<file path="config.mk">
export PLATFORM = sky130hd
export DESIGN_NAME = i2s_dac_serializer
export DESIGN_NICKNAME = d
export VERILOG_FILES = /design/src/rtl/i2s_dac_serializer_pkg.sv /design/src/rtl/dac_frame_fifo.sv /design/src/rtl/i2s_dac_serializer.sv
export SDC_FILE = /design/constraint.sdc
export NUM_CORES = 1
export LEC_CHECK = 0
export BUFFER_PORTS_ARGS = -buffer_cell sky130_fd_sc_hd__buf_4
export CAP_MARGIN = 20
export CORE_UTILIZATION = 65
export CTS_CLUSTER_SIZE = 40
export DETAILED_ROUTE_END_ITERATION = 8
export PLACE_DENSITY_LB_ADDON = 0.05
export REMOVE_ABC_BUFFERS = 1
export SETUP_SLACK_MARGIN = 0.02
export SYNTH_ARGS = -nofsm -noshare
export SYNTH_HDL_FRONTEND = slang
export SYNTH_SLANG_ARGS = --single-unit
</file>
<file path="constraint.sdc">
create_clock -name CLOCK_50 -period 5.8 [get_ports CLOCK_50]
set_input_delay 1.16 -clock CLOCK_50 [delete_from_list [all_inputs] [get_ports CLOCK_50]]
set_output_delay 1.16 -clock CLOCK_50 [all_outputs]
set_load 0.02 [all_outputs]
</file>
<file path="src/rtl/i2s_dac_serializer_pkg.sv">
// Shared constants and helpers for the I2S DAC serializer slice.
// Holds the default sample width, FIFO depth, word-select encoding and pointer sizing.
package i2s_dac_serializer_pkg;

  localparam int SAMPLE_W_DEFAULT   = 24;
  localparam int FIFO_DEPTH_DEFAULT = 4;

  // Word-select levels on AUD_DACLRCK.
  localparam logic LR_LEFT  = 1'b0;
  localparam logic LR_RIGHT = 1'b1;

  // Pointer width for a power-of-two FIFO; never narrower than one bit.
  function automatic int ptr_w(input int depth);
    return (depth > 1) ? $clog2(depth) : 1;
  endfunction

endpackage

</file>
<file path="src/rtl/dac_frame_fifo.sv">
// First-word-fall-through frame FIFO for the I2S DAC serializer.
// Stores {left, right} stereo frames; full and empty come from registered occupancy.
module dac_frame_fifo
  import i2s_dac_serializer_pkg::*;
#(
  parameter int WIDTH = 2 * SAMPLE_W_DEFAULT,
  parameter int DEPTH = FIFO_DEPTH_DEFAULT
) (
  input  logic             clk,
  input  logic             reset,
  input  logic             push,
  input  logic             pop,
  input  logic [WIDTH-1:0] din,
  output logic [WIDTH-1:0] dout,
  output logic             full,
  output logic             empty
);

  localparam int AW = ptr_w(DEPTH);

  logic [WIDTH-1:0] mem [DEPTH];
  logic [AW-1:0]    wr_ptr;
  logic [AW-1:0]    rd_ptr;
  logic [AW:0]      count;
  logic             push_ok;
  logic             pop_ok;

  assign full    = (count == (AW+1)'(DEPTH));
  assign empty   = (count == '0);
  assign push_ok = push & ~full;
  assign pop_ok  = pop & ~empty;
  assign dout    = mem[rd_ptr];

  always_ff @(posedge clk) begin
    if (reset) begin
      wr_ptr <= '0;
      rd_ptr <= '0;
      count  <= '0;
    end else begin
      if (push_ok) wr_ptr <= wr_ptr + 1'b1;
      if (pop_ok)  rd_ptr <= rd_ptr + 1'b1;
      unique case ({push_ok, pop_ok})
        2'b10:   count <= count + 1'b1;
        2'b01:   count <= count - 1'b1;
        default: count <= count;
      endcase
    end
  end

  // Storage needs no reset: occupancy alone decides what is valid.
  always_ff @(posedge clk) begin
    if (push_ok) mem[wr_ptr] <= din;
  end

endmodule

</file>
<file path="src/rtl/i2s_dac_serializer.sv">
// I2S DAC serializer: buffers stereo frames and shifts them out MSB-first on AUD_DACDAT,
// driven by CODEC-supplied BCLK/LRCK that are treated purely as asynchronous data.
module i2s_dac_serializer
  import i2s_dac_serializer_pkg::*;
#(
  parameter int SAMPLE_W = SAMPLE_W_DEFAULT,
  parameter int DEPTH    = FIFO_DEPTH_DEFAULT
) (
  input  logic                CLOCK_50,
  input  logic                reset,
  input  logic                write,
  input  logic [SAMPLE_W-1:0] writedata_left,
  input  logic [SAMPLE_W-1:0] writedata_right,
  output logic                write_ready,
  input  logic                AUD_BCLK,
  input  logic                AUD_DACLRCK,
  output logic                AUD_DACDAT,
  output logic                underflow
);

  localparam int CNT_W = $clog2(SAMPLE_W + 1);

  logic                  bclk_s1, bclk_s2, bclk_s3;
  logic                  lr_s1, lr_s2;
  logic                  lr_prev;
  logic                  fe;
  logic                  word_start;
  logic                  left_start;
  logic                  fifo_pop;
  logic                  fifo_full;
  logic                  fifo_empty;
  logic [2*SAMPLE_W-1:0] fifo_dout;
  logic [SAMPLE_W-1:0]   shift_reg;
  logic [SAMPLE_W-1:0]   right_hold;
  logic [CNT_W-1:0]      bit_cnt;

  // Two synchronizer flops each; bclk_s3 is the BCLK edge-detect flop, and lr_prev,
  // updated only on BCLK falls, is the edge-detect flop for LRCK.
  always_ff @(posedge CLOCK_50) begin
    if (reset) begin
      bclk_s1 <= 1'b0;
      bclk_s2 <= 1'b0;
      bclk_s3 <= 1'b0;
      lr_s1   <= 1'b0;
      lr_s2   <= 1'b0;
    end else begin
      bclk_s1 <= AUD_BCLK;
      bclk_s2 <= bclk_s1;
      bclk_s3 <= bclk_s2;
      lr_s1   <= AUD_DACLRCK;
      lr_s2   <= lr_s1;
    end
  end

  assign fe         = bclk_s3 & ~bclk_s2;
  assign word_start = fe & (lr_s2 != lr_prev);
  assign left_start = word_start & (lr_s2 == LR_LEFT);
  assign fifo_pop   = left_start & ~fifo_empty;

  assign write_ready = ~fifo_full;

  dac_frame_fifo #(
    .WIDTH (2 * SAMPLE_W),
    .DEPTH (DEPTH)
  ) u_fifo (
    .clk   (CLOCK_50),
    .reset (reset),
    .push  (write),
    .pop   (fifo_pop),
    .din   ({writedata_left, writedata_right}),
    .dout  (fifo_dout),
    .full  (fifo_full),
    .empty (fifo_empty)
  );

  always_ff @(posedge CLOCK_50) begin
    if (reset) begin
      lr_prev    <= 1'b1;
      shift_reg  <= '0;
      right_hold <= '0;
      bit_cnt    <= '0;
      AUD_DACDAT <= 1'b0;
      underflow  <= 1'b0;
    end else begin
      underflow <= 1'b0;
      if (fe) begin
        lr_prev <= lr_s2;
        if (word_start) begin
          // A word start always reloads, so a short frame simply aborts the old word.
          AUD_DACDAT <= 1'b0;
          bit_cnt    <= CNT_W'(SAMPLE_W);
          if (lr_s2 == LR_LEFT) begin
            if (fifo_empty) begin
              shift_reg  <= '0;
              right_hold <= '0;
              underflow  <= 1'b1;
            end else begin
              shift_reg  <= fifo_dout[2*SAMPLE_W-1:SAMPLE_W];
              right_hold <= fifo_dout[SAMPLE_W-1:0];
            end
          end else begin
            shift_reg <= right_hold;
          end
        end else if (bit_cnt != '0) begin
          AUD_DACDAT <= shift_reg[SAMPLE_W-1];
          shift_reg  <= {shift_reg[SAMPLE_W-2:0], 1'b0};
          bit_cnt    <= bit_cnt - 1'b1;
        end else begin
          AUD_DACDAT <= 1'b0;
        end
      end
    end
  end

endmodule

</file>
==> reports/qor.txt <==
================================================================================
DRC marker count from the first detailed-route iteration                     409
Hold_buf cts                                                                   0
H-tree level count                                                             1
Count of endpoints failing setup in the final report                           0
Number of antenna violations at the first check in global routing              0
Final instance area                                                   11,170 um2
Max FFs per register                                                         192
Async set or reset register ratio after synthesis                              0
Final worst path period need                                            2.788 ns
Clk sink count                                                               262
HPWL reported at the end of detailed placement                          9.857 mm
Hold Path Class                                                     register to register
Cell-by-cell trace of the critical path                             nand4bb_1, nor2b_4, buf_4, ha_1, inv_1, fa_1, xor2_1, or3_1, a21oi_1
Number of synthesized register bits                                          262
Largest family of logic cells by synthesized area                   multiplexers
Setup slack on the worst flop-to-flop path                               3.01 ns
Area share of fa/ha/maj cells after synthesis                           0.009678
Row count                                                                     44
Combined buffer and inverter count along the critical path                     2
Master cell of the clock root buffer                                sky130_fd_sc_hd__clkbuf_16
Number of hold violations in the final report                                  0
Number of maximum-capacitance constraint violations                            0
Total standard cell area after synthesis                                9826 um2
Number of cells upsized or downsized after cts                                 0
Cell area after placement                                             10,370 um2
DR WL/cell                                                              22.00 um
Routability congestion estimate                                           0.6923
Proportion of layout cells with a drive suffix above 1                    0.2768
Netlist cell types                                                            40
GRT Total Usage                                                           0.2409
Mapped Cells                                                                 553
Setup repair after global routing missed its margin                        false
ANT cells                                                                      0
Length of the first detailed-routing pass in iterations                        9
Critical-path cell with the highest stage delay                     sky130_fd_sc_hd__buf_4
Worst slew pin tran                                                     1.109 ns
Peak supply drop                                                       0.2839 mV
Headroom to the max-slew limit                                            0.2591
Endpoint required time on the critical path                              6.24 ns
Minimum hold slack                                                     0.4656 ns
GR Overflow Total                                                              0
Effective utilization at floorplan                                        0.6710
Critical path data arrival time                                          3.23 ns
Complex-gate fraction of the synthesized area                            0.07093
Wire length reported by the detailed router                             17.80 mm
Setup Slack @ Placement                                                 2.912 ns
Hold_sp                                                                    lr_s1
Status                                                              finished, violations left
Share of the synthesized netlist area taken by xor and xnor gates       0.008786
Share of the clock period used by the worst path                          0.4807
Worst Setup Path Type                                               register to register
Antenna viol nets, final                                                       0
Via density per instance                                                   6.360
Setup total negative slack                                                  0 ns
Worst min-delay path endpoint                                              lr_s2
Failing checks                                                      design-rule violations
Areal power density over the cells                                  347.3 nW/um2
Primary FF master, synth                                            sky130_fd_sc_hd__edfxtp_1
Count of nets after finishing                                                666
Number of input and output port buffers inserted                              55
Peak clock frequency supported by timing                              0.3587 GHz
Vertical extent of the die                                              125.0 um
Worst setup EP type                                                     register
Via count of the routed design                                             5,145
Full die area                                                         15,610 um2
Biggest area consumer among synthesized cells                       sky130_fd_sc_hd__edfxtp_1
Top-Level Pins                                                                56
Layout overhead on the synthesized area                                   13.71%
Number of enable-type register cells in the synthesized netlist              192
Yosys warning count                                                            0
Number of CTS-inserted buffers                                                25
Sequential cell area                                                    7172 um2
Core utilization of the finished layout                                   0.7630
Simple-gate portion of the synthesized area                              0.04852
Number of global-route vias before repair                                  5,548
Critical-path maximum fanout                                                  50
Number of DRC violations after detailed routing                                2
Clock tree buffer depth                                                        3
Filler cell count in the final layout                                        844
Top area cells in the synthesized netlist                           sky130_fd_sc_hd__edfxtp_1, sky130_fd_sc_hd__dfxtp_1, sky130_fd_sc_hd__mux4_2, sky130_fd_sc_hd__a22oi_1, sky130_fd_sc_hd__nor2_1
CTS clk-pin slew, worst paths                                            0.06 ns
Mean instance size in the synthesized netlist                          17.77 um2
Share of Yosys cell area claimed by the top area cell type                0.5868
Register area share after synthesis                                       0.7294
Largest net degree at the start of global routing                             70
Global-route wire length before repair                                  28.64 mm
Worst skew pair latency                                                  0.51 ns
CP delay by family, top                                             simple AND/OR/NAND/NOR gates
Longest individual stage delay on the worst path                         0.49 ns
Fin worst setup slack                                                   3.012 ns
Leakage power of the design                                             3.638 nW
Source of the worst register-to-register timing path                       lr_s2
Horizontal extent of the die                                            125.0 um
Core ar.                                                              14,640 um2
CP Launch Type                                                          register
TritonCTS clock tree                                                         yes
Count of final max-slew check failures                                         0
Clock tree skew after final layout                                   0.005853 ns
Portion of netlist area occupied by mux cells                             0.1100
Hold Path Stages                                                               1
Post-CTS repair timing setup buffer count                                      0
Area of combinational cells with multiple inputs                        2452 um2
Worst reg2reg endpoint                                              u_fifo.count[2]
Worst-case reg-to-reg path depth                                               9
================================================================================
## logic make-up (layout without fill, tap and decap cells)
group / Yosys count / in the layout
DFF: 262 / 262
and+or+nand+nor: 98 / 98
AOI/OAI and AO/OA: 82 / 82
muxes: 48 / 48
buffers and inverters: 47 / 119
xor gates and xnor gates: 9 / 9
adders and majority gates: 7 / 7
## metal layers
layer	wire length, um	global-route usage	share of wire	vias up
met3	921	0.04065	0.052	29
met1	7219	0.3158	0.41	2645
met5	0	0	0	-
met4	331	0.07030	0.019	0
met2	9324	0.4213	0.52	154
li1	-	-	-	2317
## worst reg2reg max path, cell delays in order, from the launching register on
cell and delay [ns]:
sky130_fd_sc_hd__dfxtp_1 0.40, sky130_fd_sc_hd__nand4bb_1 0.30, sky130_fd_sc_hd__nor2b_4 0.14, sky130_fd_sc_hd__buf_4 0.49, sky130_fd_sc_hd__ha_1 0.29, sky130_fd_sc_hd__inv_1 0.07, sky130_fd_sc_hd__fa_1 0.43, sky130_fd_sc_hd__xor2_1 0.15
sky130_fd_sc_hd__or3_1 0.30, sky130_fd_sc_hd__a21oi_1 0.13
## stage by stage
step | power (W) | cells
after floorplan | 0.002261 | 515
after global placement | 0.002341 | 763
after detailed placement | 0.002356 | 763
after CTS | 0.003913 | 809
after global routing | 0.004006 | 809
final | 0.003880 | 809
## where the power goes
| part | switching (W) | internal (W) |
|---|---|---|
| clock network | 0.000646 | 0.000921 |
| logic | 0.000107 | 0.0000847 |
| registers | 0.0000264 | 0.00209 |
| total | 0.000780 | 0.00310 |
## layout by cell type, fill, tap and decap left out, types with 5 or more instances in the layout
cell / instances
sky130_fd_sc_hd__a211oi_1: 9
sky130_fd_sc_hd__a211oi_2: 10
sky130_fd_sc_hd__a21oi_1: 6
sky130_fd_sc_hd__a222oi_1: 19
sky130_fd_sc_hd__a22oi_1: 29
sky130_fd_sc_hd__buf_4: 64
sky130_fd_sc_hd__clkbuf_1: 5
sky130_fd_sc_hd__clkbuf_16: 25
sky130_fd_sc_hd__clkinv_2: 7
sky130_fd_sc_hd__dfxtp_1: 68
sky130_fd_sc_hd__edfxtp_1: 192
sky130_fd_sc_hd__ha_1: 6
sky130_fd_sc_hd__inv_1: 9
sky130_fd_sc_hd__mux4_2: 48
sky130_fd_sc_hd__nand2_1: 5
sky130_fd_sc_hd__nand3_1: 11
sky130_fd_sc_hd__nor2_1: 54
sky130_fd_sc_hd__nor2b_1: 6
## cell usage after synthesis (4+ instances only)
cell and number:
sky130_fd_sc_hd__edfxtp_1 192, sky130_fd_sc_hd__dfxtp_1 70, sky130_fd_sc_hd__nor2_1 54, sky130_fd_sc_hd__mux4_2 48
sky130_fd_sc_hd__a22oi_1 29, sky130_fd_sc_hd__a222oi_1 19, sky130_fd_sc_hd__clkbuf_1 18, sky130_fd_sc_hd__buf_2 16
sky130_fd_sc_hd__nand3_1 11, sky130_fd_sc_hd__a211oi_2 10, sky130_fd_sc_hd__a211oi_1 9, sky130_fd_sc_hd__inv_1 9
sky130_fd_sc_hd__a21oi_1 6, sky130_fd_sc_hd__ha_1 6, sky130_fd_sc_hd__nor2b_1 6, sky130_fd_sc_hd__nand2_1 5
sky130_fd_sc_hd__a31oi_1 4, sky130_fd_sc_hd__and3_1 4, sky130_fd_sc_hd__nor3_1 4, sky130_fd_sc_hd__xnor2_1 4
sky130_fd_sc_hd__xor2_1 4
## how the worst max path moves through the flow
stage,startpoint,endpoint,slack [ns],cells past startpoint
floorplan,lr_s2,u_fifo.count[2],2.40,8
finish,lr_s2,u_fifo.count[2],3.01,9
detailed placement,write,u_fifo.count[2],2.91,9
global placement,write,u_fifo.count[2],2.97,9
global route,lr_s2,u_fifo.count[2],2.87,9
CTS,lr_s2,u_fifo.count[2],3.00,9
## cell type report
| class | count | share of cell area |
|---|---|---|
| multi-input cells | 244 | 0.2195 |
| clock buffers | 33 | 0.06137 |
| inverters | 9 | 0.003024 |
| well taps | 184 | 0.02060 |
| flip-flops and latches | 262 | 0.6419 |
| clock inverters | 13 | 0.01064 |
| repair buffers | 64 | 0.04300 |
Note: power is estimated with default switching activity, not from simulation.
